--- src/rtl/cpu_mem_pkg.sv ---
// Shared definitions for the CPU memory-port arbiter: FSM states, requester ids
// and default memory geometry.
package cpu_mem_pkg;

    localparam int ADDR_W_DEF = 11;
    localparam int DATA_W_DEF = 32;
    localparam int NUM_REQ    = 3;

    typedef enum logic [1:0] {
        IDLE = 2'd0,
        CMD  = 2'd1,
        WAIT = 2'd2,
        RESP = 2'd3
    } arb_state_e;

    // Requester ids double as bit positions in the request vector.
    typedef enum logic [1:0] {
        REQ_IR = 2'd0,
        REQ_LD = 2'd1,
        REQ_ST = 2'd2
    } req_id_e;

    function automatic logic [1:0] next_id(input logic [1:0] id);
        return (id == 2'd2) ? 2'd0 : id + 2'd1;
    endfunction

endpackage

--- src/rtl/arb_select.sv ---
// Combinational winner pick among fetch/load/store requests.
// ARB_RR_EN defined: round-robin from i_rr_ptr; undefined: STORE > LOAD > FETCH with fetch override.
module arb_select
    import cpu_mem_pkg::*;
(
    input  logic [NUM_REQ-1:0] i_req,
    input  logic               i_starve,
    input  logic [1:0]         i_rr_ptr,
    output logic               o_valid,
    output logic [1:0]         o_winner
);

`ifdef ARB_RR_EN
    logic [1:0] w_cand1;
    logic [1:0] w_cand2;
    logic       w_unused_starve;

    assign w_cand1         = next_id(i_rr_ptr);
    assign w_cand2         = next_id(w_cand1);
    assign w_unused_starve = i_starve;

    always_comb begin
        o_winner = i_rr_ptr;
        if (i_req[i_rr_ptr])
            o_winner = i_rr_ptr;
        else if (i_req[w_cand1])
            o_winner = w_cand1;
        else if (i_req[w_cand2])
            o_winner = w_cand2;
    end
`else
    logic [1:0] w_unused_ptr;

    assign w_unused_ptr = i_rr_ptr;

    // A starved fetch overrides the fixed order; otherwise older pipeline stages drain first.
    always_comb begin
        o_winner = REQ_IR;
        if (i_starve && i_req[REQ_IR])
            o_winner = REQ_IR;
        else if (i_req[REQ_ST])
            o_winner = REQ_ST;
        else if (i_req[REQ_LD])
            o_winner = REQ_LD;
    end
`endif

    assign o_valid = |i_req;

endmodule

--- src/rtl/mem_port_arbiter.sv ---
// Shares one single-port memory between CPU fetch, load and store streams, one access at a time.
// Build option ARB_RR_EN: round-robin arbitration instead of fixed priority with fetch starvation guard.
module mem_port_arbiter
    import cpu_mem_pkg::*;
#(
    parameter int ADDR_W       = ADDR_W_DEF,
    parameter int DATA_W       = DATA_W_DEF,
    parameter int RD_LAT       = 1,
    parameter int STARVE_LIMIT = 4
)(
    input  logic              clk,
    input  logic              resetn,
    input  logic              ir_req,
    input  logic [ADDR_W-1:0] ir_adrs,
    output logic              ir_gnt,
    output logic              ir_rvalid,
    output logic [DATA_W-1:0] ir_rdata,
    input  logic              ld_req,
    input  logic [ADDR_W-1:0] ld_adrs,
    output logic              ld_gnt,
    output logic              ld_rvalid,
    output logic [DATA_W-1:0] ld_rdata,
    input  logic              st_req,
    input  logic [ADDR_W-1:0] st_adrs,
    input  logic [DATA_W-1:0] st_wdata,
    output logic              st_gnt,
    output logic              mem_en,
    output logic              mem_we,
    output logic [ADDR_W-1:0] mem_adrs,
    output logic [DATA_W-1:0] mem_wdata,
    input  logic [DATA_W-1:0] mem_rdata,
    output logic              cpu_stall,
    output arb_state_e        dbg_state
);

    localparam logic [2:0] LAT_INIT = 3'(RD_LAT - 1);

    arb_state_e          r_state;
    logic [1:0]          r_win_id;
    logic [2:0]          r_lat_cnt;
    logic                r_ir_gnt;
    logic                r_ld_gnt;
    logic                r_st_gnt;
    logic                r_ir_rvalid;
    logic                r_ld_rvalid;
    logic [DATA_W-1:0]   r_ir_rdata;
    logic [DATA_W-1:0]   r_ld_rdata;
    logic                r_mem_en;
    logic                r_mem_we;
    logic [ADDR_W-1:0]   r_mem_adrs;
    logic [DATA_W-1:0]   r_mem_wdata;

    logic [NUM_REQ-1:0]  w_req;
    logic                w_valid;
    logic [1:0]          w_win;
    logic                w_starve;
    logic [1:0]          w_rr_ptr;
    logic [ADDR_W-1:0]   w_win_adrs;
    logic                w_multi;

    assign w_req = {st_req, ld_req, ir_req};

`ifdef ARB_RR_EN
    logic [1:0] r_rr_ptr;

    assign w_starve = 1'b0;
    assign w_rr_ptr = r_rr_ptr;

    // Pointer moves to one past each winner so every requester gets a turn.
    always_ff @(posedge clk) begin
        if (!resetn)
            r_rr_ptr <= REQ_IR;
        else if (r_state == IDLE && w_valid)
            r_rr_ptr <= next_id(w_win);
    end
`else
    localparam logic [3:0] STARVE_MAX = 4'(STARVE_LIMIT);
    logic [3:0] r_starve_cnt;

    assign w_starve = (r_starve_cnt == STARVE_MAX);
    assign w_rr_ptr = REQ_IR;

    always_ff @(posedge clk) begin
        if (!resetn)
            r_starve_cnt <= 4'd0;
        else if (!ir_req)
            r_starve_cnt <= 4'd0;
        else if (r_state == IDLE && w_valid) begin
            if (w_win == REQ_IR)
                r_starve_cnt <= 4'd0;
            else if (r_starve_cnt != STARVE_MAX)
                r_starve_cnt <= r_starve_cnt + 4'd1;
        end
    end
`endif

    arb_select u_arb_select (
        .i_req    (w_req),
        .i_starve (w_starve),
        .i_rr_ptr (w_rr_ptr),
        .o_valid  (w_valid),
        .o_winner (w_win)
    );

    always_comb begin
        w_win_adrs = ir_adrs;
        case (w_win)
            REQ_LD:  w_win_adrs = ld_adrs;
            REQ_ST:  w_win_adrs = st_adrs;
            default: w_win_adrs = ir_adrs;
        endcase
    end

    always_ff @(posedge clk) begin
        if (!resetn) begin
            r_state     <= IDLE;
            r_win_id    <= REQ_IR;
            r_lat_cnt   <= 3'd0;
            r_ir_gnt    <= 1'b0;
            r_ld_gnt    <= 1'b0;
            r_st_gnt    <= 1'b0;
            r_ir_rvalid <= 1'b0;
            r_ld_rvalid <= 1'b0;
            r_ir_rdata  <= '0;
            r_ld_rdata  <= '0;
            r_mem_en    <= 1'b0;
            r_mem_we    <= 1'b0;
            r_mem_adrs  <= '0;
            r_mem_wdata <= '0;
        end else begin
            r_ir_gnt    <= 1'b0;
            r_ld_gnt    <= 1'b0;
            r_st_gnt    <= 1'b0;
            r_ir_rvalid <= 1'b0;
            r_ld_rvalid <= 1'b0;
            r_mem_en    <= 1'b0;
            case (r_state)
                IDLE: begin
                    if (w_valid) begin
                        r_state    <= CMD;
                        r_win_id   <= w_win;
                        r_mem_en   <= 1'b1;
                        r_mem_we   <= (w_win == REQ_ST);
                        r_mem_adrs <= w_win_adrs;
                        if (w_win == REQ_ST)
                            r_mem_wdata <= st_wdata;
                        r_ir_gnt   <= (w_win == REQ_IR);
                        r_ld_gnt   <= (w_win == REQ_LD);
                        r_st_gnt   <= (w_win == REQ_ST);
                    end
                end
                CMD: begin
                    r_lat_cnt <= LAT_INIT;
                    r_state   <= r_mem_we ? IDLE : WAIT;
                end
                WAIT: begin
                    // Read data is captured straight into the winner's output register.
                    if (r_lat_cnt == 3'd0) begin
                        r_state <= RESP;
                        if (r_win_id == REQ_IR) begin
                            r_ir_rdata  <= mem_rdata;
                            r_ir_rvalid <= 1'b1;
                        end else begin
                            r_ld_rdata  <= mem_rdata;
                            r_ld_rvalid <= 1'b1;
                        end
                    end else begin
                        r_lat_cnt <= r_lat_cnt - 3'd1;
                    end
                end
                RESP: r_state <= IDLE;
                default: r_state <= IDLE;
            endcase
        end
    end

    assign w_multi   = (ir_req & ld_req) | (ir_req & st_req) | (ld_req & st_req);
    assign cpu_stall = (r_state != IDLE) | w_multi;

    assign ir_gnt    = r_ir_gnt;
    assign ld_gnt    = r_ld_gnt;
    assign st_gnt    = r_st_gnt;
    assign ir_rvalid = r_ir_rvalid;
    assign ld_rvalid = r_ld_rvalid;
    assign ir_rdata  = r_ir_rdata;
    assign ld_rdata  = r_ld_rdata;
    assign mem_en    = r_mem_en;
    assign mem_we    = r_mem_we;
    assign mem_adrs  = r_mem_adrs;
    assign mem_wdata = r_mem_wdata;
    assign dbg_state = r_state;

endmodule

--- config.mk ---
export PLATFORM = sky130hd
export DESIGN_NAME = mem_port_arbiter
export DESIGN_NICKNAME = d
export VERILOG_FILES = /design/src/rtl/cpu_mem_pkg.sv /design/src/rtl/arb_select.sv /design/src/rtl/mem_port_arbiter.sv
export SDC_FILE = /design/constraint.sdc
export NUM_CORES = 1
export LEC_CHECK = 0
export CORE_MARGIN = 2
export CORE_UTILIZATION = 40
export DETAILED_ROUTE_END_ITERATION = 10
export HOLD_SLACK_MARGIN = 0.03
export PLACE_DENSITY = 0.75
export SLEW_MARGIN = 10
export SYNTH_ARGS = -nofsm -noshare
export SYNTH_HDL_FRONTEND = slang
export SYNTH_SLANG_ARGS = --single-unit
--- constraint.sdc ---
create_clock -name clk -period 2.7 [get_ports clk]
set_clock_uncertainty 0.05 [all_clocks]
set_input_delay 0.675 -clock clk [delete_from_list [all_inputs] [get_ports clk]]
set_output_delay 0.675 -clock clk [all_outputs]
set_load 0.1 [all_outputs]
==> impl_metrics.json, run 1 <==
{
  "outcome": "completed",
  "min_path_type": "flop to flop",
  "postSynth.asyncResetShare_pct": 0,
  "die_w_um": 121,
  "clockBufferDepth": 2,
  "hold_slack_ps": 422,
  "timing.final.crit_share_pct": 94.4,
  "die_y_um": 121,
  "wl_per_cell_um": 15.8,
  "gr-total-overflow": 0,
  "ant_nets": 0,
  "power_per_cell_area_nw_per_um2": 759,
  "yosysSeqAreaShare_pct": 45.4,
  "num_rows": 42,
  "synth.net_count": 719,
  "fp.coreArea_um2": 13300,
  "nFillCells": 1157,
  "rsz0062_at_grt": "false",
  "yosysWarningCount": 0,
  "ys_types": 48,
  "cts_tree": "yes",
  "post-route-min-period_ps": 2550,
  "vias": 5405,
  "pwr-share-clk_pct": 36.4,
  "drt_iter0_drc": 396,
  "start_util_pct": 41.3,
  "switching_share_pct": 36.4,
  "synth_area_um2": 5510,
  "placed_cell_area_um2": 7460,
  "power_uw": 6100,
  "required_ps": 1980,
  "clkSlewWorstSetupHoldPaths_ps": 50,
  "tightest_slew_ps": 792,
  "drv_cap": 0,
  "numCtsBuffers": 17,
  "grt_util_met1_pct": 26.4,
  "max_freq_mhz": 392,
  "h-tree-depth": 4,
  "startpoint_type": "input pin",
  "slew_headroom_pct": 47.1,
  "synth.area.top_cells": "dfxtp_1 (45%), a21boi_0 (9.0%), nand3_1 (8.8%)",
  "ir_drop_mv": 0.451,
  "grt_max_degree": 77,
  "maxSlewViolCount": 0,
  "p_comb_share_pct": 30.0,
  "synth_seq_cells": 125,
  "track_usage_pct": 20.6,
  "dp_hpwl_um": 10400,
  "rrSetupSlack_ps": 330,
  "grt_pass1_vias": 5024,
  "synth.avg_cell_area_um2": 9.03,
  "grtUsageMet3_pct": 5.92,
  "place.gp.congestion": 0.828,
  "p_leak_uw": 0.00306,
  "yosysTopAreaCellShare_pct": 45.4,
  "ctsResizeCount": 0,
  "antenna_cells": 0,
  "grt.busiest_layer": "met2",
  "cts_num_sinks": 125,
  "critPathCaptureType": "output port",
  "p_seq_share_pct": 33.7,
  "drive_gt1_share_pct": 23.0,
  "routed_via_density": 5.49,
  "postCtsHoldBufs": 0,
  "setup_violations": 0,
  "cp_max_fo": 9,
  "cts_setup_buffers": 0,
  "power.switching_uw": 2220,
  "worstPathArrival_ps": 1820,
  "yosysTopAreaCell": "dfxtp_1",
  "synth_cells": 610,
  "p_int_uw": 3880,
  "path_class": "input pin to output port",
  "syn_to_final_growth_pct": 46.1,
  "routed_wl_um": 15600,
  "io_buffers": 218,
  "finalHoldViolations": 0,
  "grt.met2_usage_pct": 32.4,
  "io_pins": 219,
  "clkLatencyLatePin_ps": 410,
  "antenna_found_initial": 0,
  "nets": 905,
  "root_buffer": "clkbuf_16",
  "die_area_um2": 14700,
  "final_area_um2": 8040,
  "drc_errors": 0,
  "first_pass_iters": 6,
  "grt_pass1_wl_um": 24500,
  "synth_edf_count": 0,
  "synth_ff_type": "dfxtp_1"
}
-- cell type report --
| type | count | area [um^2] | area share (%) |
|---|---|---|---|
| inverters | 8 | 30.0 | 0.373 |
| clock inverters | 11 | 116 | 1.45 |
| clock buffers | 21 | 470 | 5.85 |
| well taps | 176 | 220 | 2.74 |
| flip-flops and latches | 125 | 2500 | 31.1 |
| multi-input cells | 411 | 2660 | 33.0 |
| repair buffers | 233 | 2050 | 25.5 |
-- through the flow --
| step | setup TNS, ps | worst slack [ps] | utilization [%] | cells |
|---|---|---|---|---|
| after global placement | 0 | 14.5 | 55.9 | 953 |
| after CTS | 0 | 151 | 60.3 | 985 |
| final | 0 | 152 | 60.3 | 985 |
| after global routing | 0 | 80.5 | 60.3 | 985 |
| after detailed placement | -1440 | -77.4 | 55.9 | 953 |
| after floorplan | 0 | 238 | - | 610 |
-- power by group through the flow --
stage	Combinational [uW]	Clock, uW	Sequential, uW
after CTS	1830	2270	2050
after global routing	1910	2370	2070
after global placement	1810	0	2080
final	1830	2220	2050
after detailed placement	1830	0	2090
after floorplan	548	0	2890
-- kinds of logic (layout without fill, tap and decap cells) --
logic type,Yosys count,count (layout),synth area share [%]
AO/OA/AOI/OAI,239,239,29.7
adder cells (fa/ha/maj),7,7,1.59
buffers and inverters,74,273,6.66
flip-flops,125,125,45.4
multiplexers,1,1,0.182
AND/OR/NAND/NOR,164,164,16.5
-- critical path, cell delays in order --
cell and delay [ps]:
clkdlybuf4s50_1 490, buf_4 180, a21oi_1 70, o21ai_2 200, buf_12 200
-- synth_stat cells (2+ instances only) --
library cell,instances
a21boi_1,35
and2_1,2
a21boi_0,66
o21bai_1,3
nand4b_1,3
nor3b_1,3
buf_4,8
o32ai_2,9
o2111ai_1,3
clkbuf_2,2
a31oi_1,2
ha_1,7
nand2_1,21
nor2b_1,15
and3b_1,2
o21ai_0,71
a221oi_1,11
clkbuf_1,38
and3_1,3
dfxtp_1,125
inv_1,7
nor2_2,2
nor2_1,3
buf_6,3
o32ai_1,2
o21ai_1,31
nand3_1,97
nand3b_1,3
buf_2,14
-- state kept, by name (all words and copies together) (netlist names), 2 cells and up, named ones only --
signal	flops
ir_rdata	32
ld_rdata	32
mem_adrs	11
mem_wdata	32
r_lat_cnt	3
r_starve_cnt	4
r_win_id	2
-- placed cells by master (no fill, tap or decap), drive strengths merged --
cell type	synthesis	routed
a21oi	1	1
or3	1	1
clkbuf	40	21
o21a	1	1
o21ai	102	102
a21boi	101	101
bufinv	0	2
nand3	98	98
and3b	2	2
clkinv	0	6
nor3b	4	4
nor4bb	1	1
and3	3	3
nor2	5	5
o31ai	1	1
o22ai	1	1
nor2b	15	15
and2	2	2
a31oi	2	2
a31o	1	1
nand4b	3	3
buf	26	133
nand3b	4	4
a221oi	11	11
clkinvlp	0	3
or2	2	2
or4	1	1
o21bai	3	3
o2111ai	3	3
o32ai	11	11
clkdlybuf4s50	0	100
dfxtp	125	125
nand2	21	21
a211oi	1	1
or3b	1	1
nor3	1	1
inv	8	8
mux2i	1	1
ha	7	7
-- metal layers --
layer | vias to the layer above | part of all wire (%)
li1 | 2585 | -
met1 | 2576 | 43
met2 | 213 | 47
met3 | 31 | 7.8
met4 | 0 | 2.2
met5 | - | 0
-- worst paths after layout --
kind | startpoint | cells past startpoint | to
min | ld_rdata[4] | 2 | ld_rdata[4]
max reg2reg | r_starve_cnt[0] | 8 | mem_adrs[3]
max | ir_req | 5 | cpu_stall
min reg2reg | ld_rdata[4] | 2 | ld_rdata[4]
(Power assumes the default switching activity.)
==> run 2: changes to the inputs <==
--- a/config.mk
+++ b/config.mk
@@ -8,6 +8,7 @@
 export CORE_MARGIN = 2
 export CORE_UTILIZATION = 40
 export DETAILED_ROUTE_END_ITERATION = 10
+export GPL_ROUTABILITY_DRIVEN = 0
 export HOLD_SLACK_MARGIN = 0.03
 export PLACE_DENSITY = 0.75
 export SLEW_MARGIN = 10
==> results of run 2 <==
Final layout, timing and power as in run 1 (identical DEF).
